==> src/rtl/kernel_arb.sv <==
// kernel_arb
//   Shares one butterfly kernel among four stage requesters. Load beats are
//   granted round-robin (one per cycle) into a one-entry output register that
//   feeds the kernel ld_* port. The owner of every in-flight beat is kept in a
//   tag FIFO so the in-order kernel results (sw_*) are steered back to the
//   requester that issued them.
//
//   Optional build macro: KARB_PRIO0_EN
//     defined   -> requester 0 has strict priority; rr_ptr rotates among 1..3
//     undefined -> plain 4-way round robin
//
// Ports
//   clk, rst      clock, synchronous active-high reset
//   req_vld/rdy   per-requester load handshake (rdy is one-hot or zero)
//   req_dat       4 packed load beats, slice i = requester i
//   rsp_vld/rdy   per-requester result handshake (vld is one-hot or zero)
//   rsp_dat       4 packed result slices, each carries sw_dat
//   ld_vld/rdy/dat  registered beat to the kernel
//   sw_vld/rdy/dat  kernel result
//   busy          output register valid or tag FIFO non-empty
//   err_orphan    sticky: a result arrived while the tag FIFO was empty
module kernel_arb #(
  parameter int pIOPS_WIDTH = 128,
  parameter int pTAG_DEPTH  = 8
) (
  input  logic                     clk,
  input  logic                     rst,
  input  logic [3:0]               req_vld,
  output logic [3:0]               req_rdy,
  input  logic [4*pIOPS_WIDTH-1:0] req_dat,
  output logic [3:0]               rsp_vld,
  input  logic [3:0]               rsp_rdy,
  output logic [4*pIOPS_WIDTH-1:0] rsp_dat,
  output logic                     ld_vld,
  input  logic                     ld_rdy,
  output logic [pIOPS_WIDTH-1:0]   ld_dat,
  input  logic                     sw_vld,
  output logic                     sw_rdy,
  input  logic [pIOPS_WIDTH-1:0]   sw_dat,
  output logic                     busy,
  output logic                     err_orphan
);

  localparam int PW = (pTAG_DEPTH > 1) ? $clog2(pTAG_DEPTH) : 1;
  localparam int CW = PW + 1;
  localparam logic [CW-1:0] DEPTH_C = CW'(pTAG_DEPTH);

  logic [1:0]    rr_ptr;
  logic [1:0]    tag_mem [pTAG_DEPTH];
  logic [PW-1:0] wr_ptr;
  logic [PW-1:0] rd_ptr;
  logic [CW-1:0] tag_cnt;

  logic [1:0] head_tag;
  logic [1:0] gnt_idx;
  logic [1:0] cand;
  logic       gnt_found;
  logic       fifo_empty;
  logic       out_free;
  logic       can_grant;
  logic       gnt;
  logic       pop;

  assign fifo_empty = (tag_cnt == '0);
  assign head_tag   = tag_mem[rd_ptr];
  assign out_free   = !ld_vld || ld_rdy;
  // Registered count only: a pop in this cycle does not open a slot until next cycle.
  assign can_grant  = !rst && out_free && (tag_cnt < DEPTH_C);
  assign gnt        = can_grant && gnt_found;
  assign req_rdy    = gnt ? (4'b0001 << gnt_idx) : 4'b0000;

  // Winner search starting at rr_ptr.
  always_comb begin
    gnt_found = 1'b0;
    gnt_idx   = 2'd0;
    cand      = 2'd0;
`ifdef KARB_PRIO0_EN
    if (req_vld[0]) begin
      gnt_found = 1'b1;
      gnt_idx   = 2'd0;
    end
`endif
    for (int k = 0; k < 4; k++) begin
      cand = rr_ptr + 2'(k);
`ifdef KARB_PRIO0_EN
      if (!gnt_found && cand != 2'd0 && req_vld[cand]) begin
`else
      if (!gnt_found && req_vld[cand]) begin
`endif
        gnt_found = 1'b1;
        gnt_idx   = cand;
      end
    end
  end

  // Results are steered to the head-of-FIFO owner; with no owner they are dropped.
  always_comb begin
    rsp_vld = 4'b0000;
    sw_rdy  = 1'b1;
    if (!fifo_empty) begin
      rsp_vld[head_tag] = sw_vld;
      sw_rdy            = rsp_rdy[head_tag];
    end
  end

  assign pop     = sw_vld && sw_rdy && !fifo_empty;
  assign rsp_dat = {4{sw_dat}};
  assign busy    = ld_vld || !fifo_empty;

  always_ff @(posedge clk) begin
    if (gnt) tag_mem[wr_ptr] <= gnt_idx;
  end

  always_ff @(posedge clk) begin
    if (rst) begin
      ld_vld     <= 1'b0;
      ld_dat     <= '0;
      wr_ptr     <= '0;
      rd_ptr     <= '0;
      tag_cnt    <= '0;
      rr_ptr     <= 2'd0;
      err_orphan <= 1'b0;
    end else begin
      if (gnt) begin
        ld_vld <= 1'b1;
        ld_dat <= req_dat[gnt_idx*pIOPS_WIDTH +: pIOPS_WIDTH];
      end else if (ld_rdy) begin
        ld_vld <= 1'b0;
      end

      if (gnt) begin
        wr_ptr <= wr_ptr + PW'(1);
`ifdef KARB_PRIO0_EN
        if (gnt_idx != 2'd0) rr_ptr <= (gnt_idx == 2'd3) ? 2'd1 : gnt_idx + 2'd1;
`else
        rr_ptr <= gnt_idx + 2'd1;
`endif
      end
      if (pop) rd_ptr <= rd_ptr + PW'(1);

      case ({gnt, pop})
        2'b10:   tag_cnt <= tag_cnt + CW'(1);
        2'b01:   tag_cnt <= tag_cnt - CW'(1);
        default: tag_cnt <= tag_cnt;
      endcase

      if (sw_vld && fifo_empty) err_orphan <= 1'b1;
    end
  end

endmodule
==> config.mk <==
export PLATFORM = sky130hd
export DESIGN_NAME = kernel_arb
export DESIGN_NICKNAME = d
export VERILOG_FILES = /design/src/rtl/kernel_arb.sv
export SDC_FILE = /design/constraint.sdc
export NUM_CORES = 1
export LEC_CHECK = 0
export ABC_CLOCK_PERIOD_IN_PS = 7800
export BUFFER_PORTS_ARGS = -buffer_cell sky130_fd_sc_hd__buf_2
export CELL_PAD_IN_SITES_DETAIL_PLACEMENT = 1
export CELL_PAD_IN_SITES_GLOBAL_PLACEMENT = 1
export CORE_AREA = 2 2 501 503
export CTS_CLUSTER_SIZE = 8
export DETAILED_ROUTE_END_ITERATION = 12
export DIE_AREA = 0 0 503 505
export HOLD_SLACK_MARGIN = 0.15
export PLACE_DENSITY_LB_ADDON = 0.1
export SYNTH_ARGS = -nofsm -noshare
export SYNTH_HDL_FRONTEND = slang
export SYNTH_SLANG_ARGS = --single-unit
==> constraint.sdc <==
create_clock -name clk -period 7.8 [get_ports clk]
set_input_delay 0 -clock clk [delete_from_list [all_inputs] [get_ports clk]]
set_output_delay 0 -clock clk [all_outputs]
set_load 0.01 [all_outputs]
==> results.sh <==
export IMPL_outcome="completed"
export IMPL_drc=0
export IMPL_drt_wl_total_mm=78.1
export IMPL_grt_ovfl_total=0
export IMPL_period_share_pct=54.6
export IMPL_ff2ff_setup_slack_ns=3.54
export IMPL_synthDistinctLibCells=40
export IMPL_cp_arrival_ns=4.69
export IMPL_synth_nets=2034
export IMPL_cp_top_family="buffers and inverters"
export IMPL_vdd_drop_max_mv=0.201
export IMPL_syn_inst=1373
export IMPL_min_period_ns=4.26
export IMPL_clk_pin_slew_ns=0.10
export IMPL_drive_gt1_share_pct=35.9
export IMPL_hold_viol_final=0
export IMPL_ys_ff_latch=161
export IMPL_routedWlPerCell_um=14.6
export IMPL_reg2reg_from="rr_ptr[1]$_SDFFE_PP0P_"
export IMPL_path_cells="nand2_1 -> a21oi_1 -> dlygate4sd3_1 -> nor3_2 -> dlygate4sd3_1 -> buf_4 -> nand2b_4 -> buf_4 -> o221ai_1 -> dlygate4sd3_1"
export IMPL_cts_resized=0
export IMPL_die_w_um=503
export IMPL_crit_buf_inv=5
export IMPL_critPathCaptureType="flop"
export IMPL_synth_area_sq_um=12500
export IMPL_tns_ns=0
export IMPL_firstDrtPassIters=6
export IMPL_layout_common_cells="663 x buf_2, 524 x dlygate4sd3_1, 259 x mux2i_1"
export IMPL_max_cap_violations=0
export IMPL_die_area_sq_um=254000
export IMPL_cts_buffers=17
export IMPL_cellLeakagePower_nw=9.51
export IMPL_num_nets_final=2667
export IMPL_regArea_sq_um=3380
export IMPL_grt_pass1_wl_mm=106
export IMPL_final_common_cell="buf_2"
export IMPL_antenna_found_initial=30
export IMPL_power_mw=3.52
export IMPL_final_instance_count_excl_fill=5356
export IMPL_area_growth_syn_to_layout_pct=74.6
export IMPL_ctsLongestPathBuffers=2
export IMPL_crit_slowest_cell="buf_4"
export IMPL_setup_viol=0
export IMPL_worstReg2RegEnd="ld_dat[58]$_SDFFE_PP0P_"
export IMPL_worst_slew_pin_slew_ns=0.920
export IMPL_nFillCells=29600
export IMPL_hpwl_mm=61.1
export IMPL_power_density_nw_per_um2=161
export IMPL_crit_end="ld_dat[58]$_SDFFE_PP0P_"
export IMPL_slew_viol_final=0
export IMPL_grt_usage_pct=5.98
export IMPL_cts_hold_buf=524
export IMPL_start_util_pct=5.04
export IMPL_synth_warnings=0
export IMPL_vias=12100
export IMPL_yosysSeqAreaShare_pct=27.0
export IMPL_viasPerCell=2.27
export IMPL_worstSetupStartpointType="flop"
export IMPL_core_area_sq_um=248000
export IMPL_cts_htree_levels=4
export IMPL_cts_sinks=161
export IMPL_syn_area_per_cell_sq_um=9.12
export IMPL_clock_skew_ns=0.0182
export IMPL_crit_type="flop to flop"
export IMPL_cts_tree="yes"
export IMPL_hold_depth=4
export IMPL_crit_cells=10
export IMPL_rows=183
export IMPL_dp_cells=4793
export IMPL_r2r_cells=10
export IMPL_gp_congestion=0.724
export IMPL_cp_startpoint="rr_ptr[1]$_SDFFE_PP0P_"
export IMPL_post_cts_buffers=0
export IMPL_clock_latency_ns=0.56
export IMPL_grt_max_degree=93
export IMPL_chipHeight_um=505
export IMPL_fmax_mhz=235
export IMPL_ant_nets=0
export IMPL_clockRootBuffer="clkbuf_16"
export IMPL_hold_class="input pin to flop"
export IMPL_worstPathRequired_ns=8.23
export IMPL_io_pins=1304
export IMPL_whs_ns=0.291
export IMPL_grt_pass1_vias=13700
export IMPL_crit_path_max_fanout=48
export IMPL_slowest_delay_ns=0.65
export IMPL_drtIter0Drc=421
export IMPL_io_buffers=663
export IMPL_rsz0062_at_grt="no"
export IMPL_cpMostUsedCell="dlygate4sd3_1"
export IMPL_multi_input_area_sq_um=5000
export IMPL_relSlewSlack_pct=38.7
registers in the layout, summed over array words and instances, names as in the netlist, named ones only:
name	count
err_orphan	1
ld_dat	128
tag_cnt	4
wr_ptr	3
rr_ptr	2
ld_vld	1
rd_ptr	3
tag_mem	16
worst min path at each step:
stage / start / end / slack, ns
after floorplan: sw_dat[0] / rsp_dat[0] / 0.09
after global placement: sw_dat[59] / rsp_dat[315] / 0.0002
after detailed placement: sw_dat[59] / rsp_dat[315] / 0.0002
after CTS: req_dat[341] / ld_dat[85]$_SDFFE_PP0P_ / 0.18
after global routing: req_dat[341] / ld_dat[85]$_SDFFE_PP0P_ / 0.24
final: req_dat[341] / ld_dat[85]$_SDFFE_PP0P_ / 0.29
per-stage QoR:
step	utilization, %	cell area (sq um)	setup slack, ns
detailed placement	6.45	16000	4.15
finish	8.81	21900	3.54
global route	8.80	21800	3.17
global placement	6.45	16000	4.06
floorplan	-	12500	4.65
CTS	8.80	21800	3.38
synthesized netlist by cell type (all sizes together):
library cell  count  area share (%)
o21ba             1           0.080
or3               1           0.050
ha                9            0.90
mux4              4            0.78
or2               1           0.050
nor4              3            0.15
nor2b             5            0.25
nand4b            1           0.070
and2              5            0.27
nor2             19            0.57
edfxtp           16             3.8
nor3              5            0.20
a211oi            1           0.060
a211o             1           0.070
xor2              4            0.28
mux2              6            0.63
nand2           137             4.1
buf             541              32
o22ai             1           0.050
dfxtp           145              23
nand2b            8            0.40
o21ai             5            0.20
o21a              1           0.060
nand3             3            0.12
mux2i           259              21
and3              1           0.060
clkbuf           47             1.4
xnor2             1           0.070
nor3b             1           0.060
a21oi             9            0.36
o221ai          128             9.0
inv               4            0.12
area by class of cell:
cell class                      instances  share of cell area (%)
Antenna cell                            7                  0.0801
Inverter                                4                  0.0687
Clock inverter                         15                   0.676
Sequential cell                       161                    15.5
Multi-Input combinational cell        620                    22.9
Timing Repair Buffer                 1202                    39.8
Clock buffer                           17                    1.95
Tap cell                             3330                    19.1
metal layers:
layer  track usage [%]  share of wire (%)
met5                 0               0.15
met4              1.56                1.4
met2              10.5                 51
met3              2.58                8.6
met1              6.51                 39
report_power, final:
group / internal [mW] / total, mW / switching, mW
sequential: 0.963 / 1.04 / 0.0797
combinational: 0.733 / 1.49 / 0.762
clock: 0.450 / 0.983 / 0.533
worst min-delay path: stages:
cell           delay, ns
buf_2               0.07
mux2i_1             0.06
o221ai_1            0.15
dlygate4sd3_1       0.54
kinds of logic (layout without fill, tap and decap cells):
logic type | after synthesis | after routing | share of synthesized area [%]
adder cells (fa/ha/maj) | 9 | 9 | 0.900
multiplexers | 269 | 269 | 22.1
XOR/XNOR | 5 | 5 | 0.350
AND/OR/NAND/NOR | 190 | 190 | 6.36
other | 0 | 7 | 0
buffers and inverters | 592 | 1238 | 33.4
flip-flops | 161 | 161 | 27.0
AO/OA/AOI/OAI | 147 | 147 | 9.84
No activity file was read; power rests on OpenSTA's default activity.
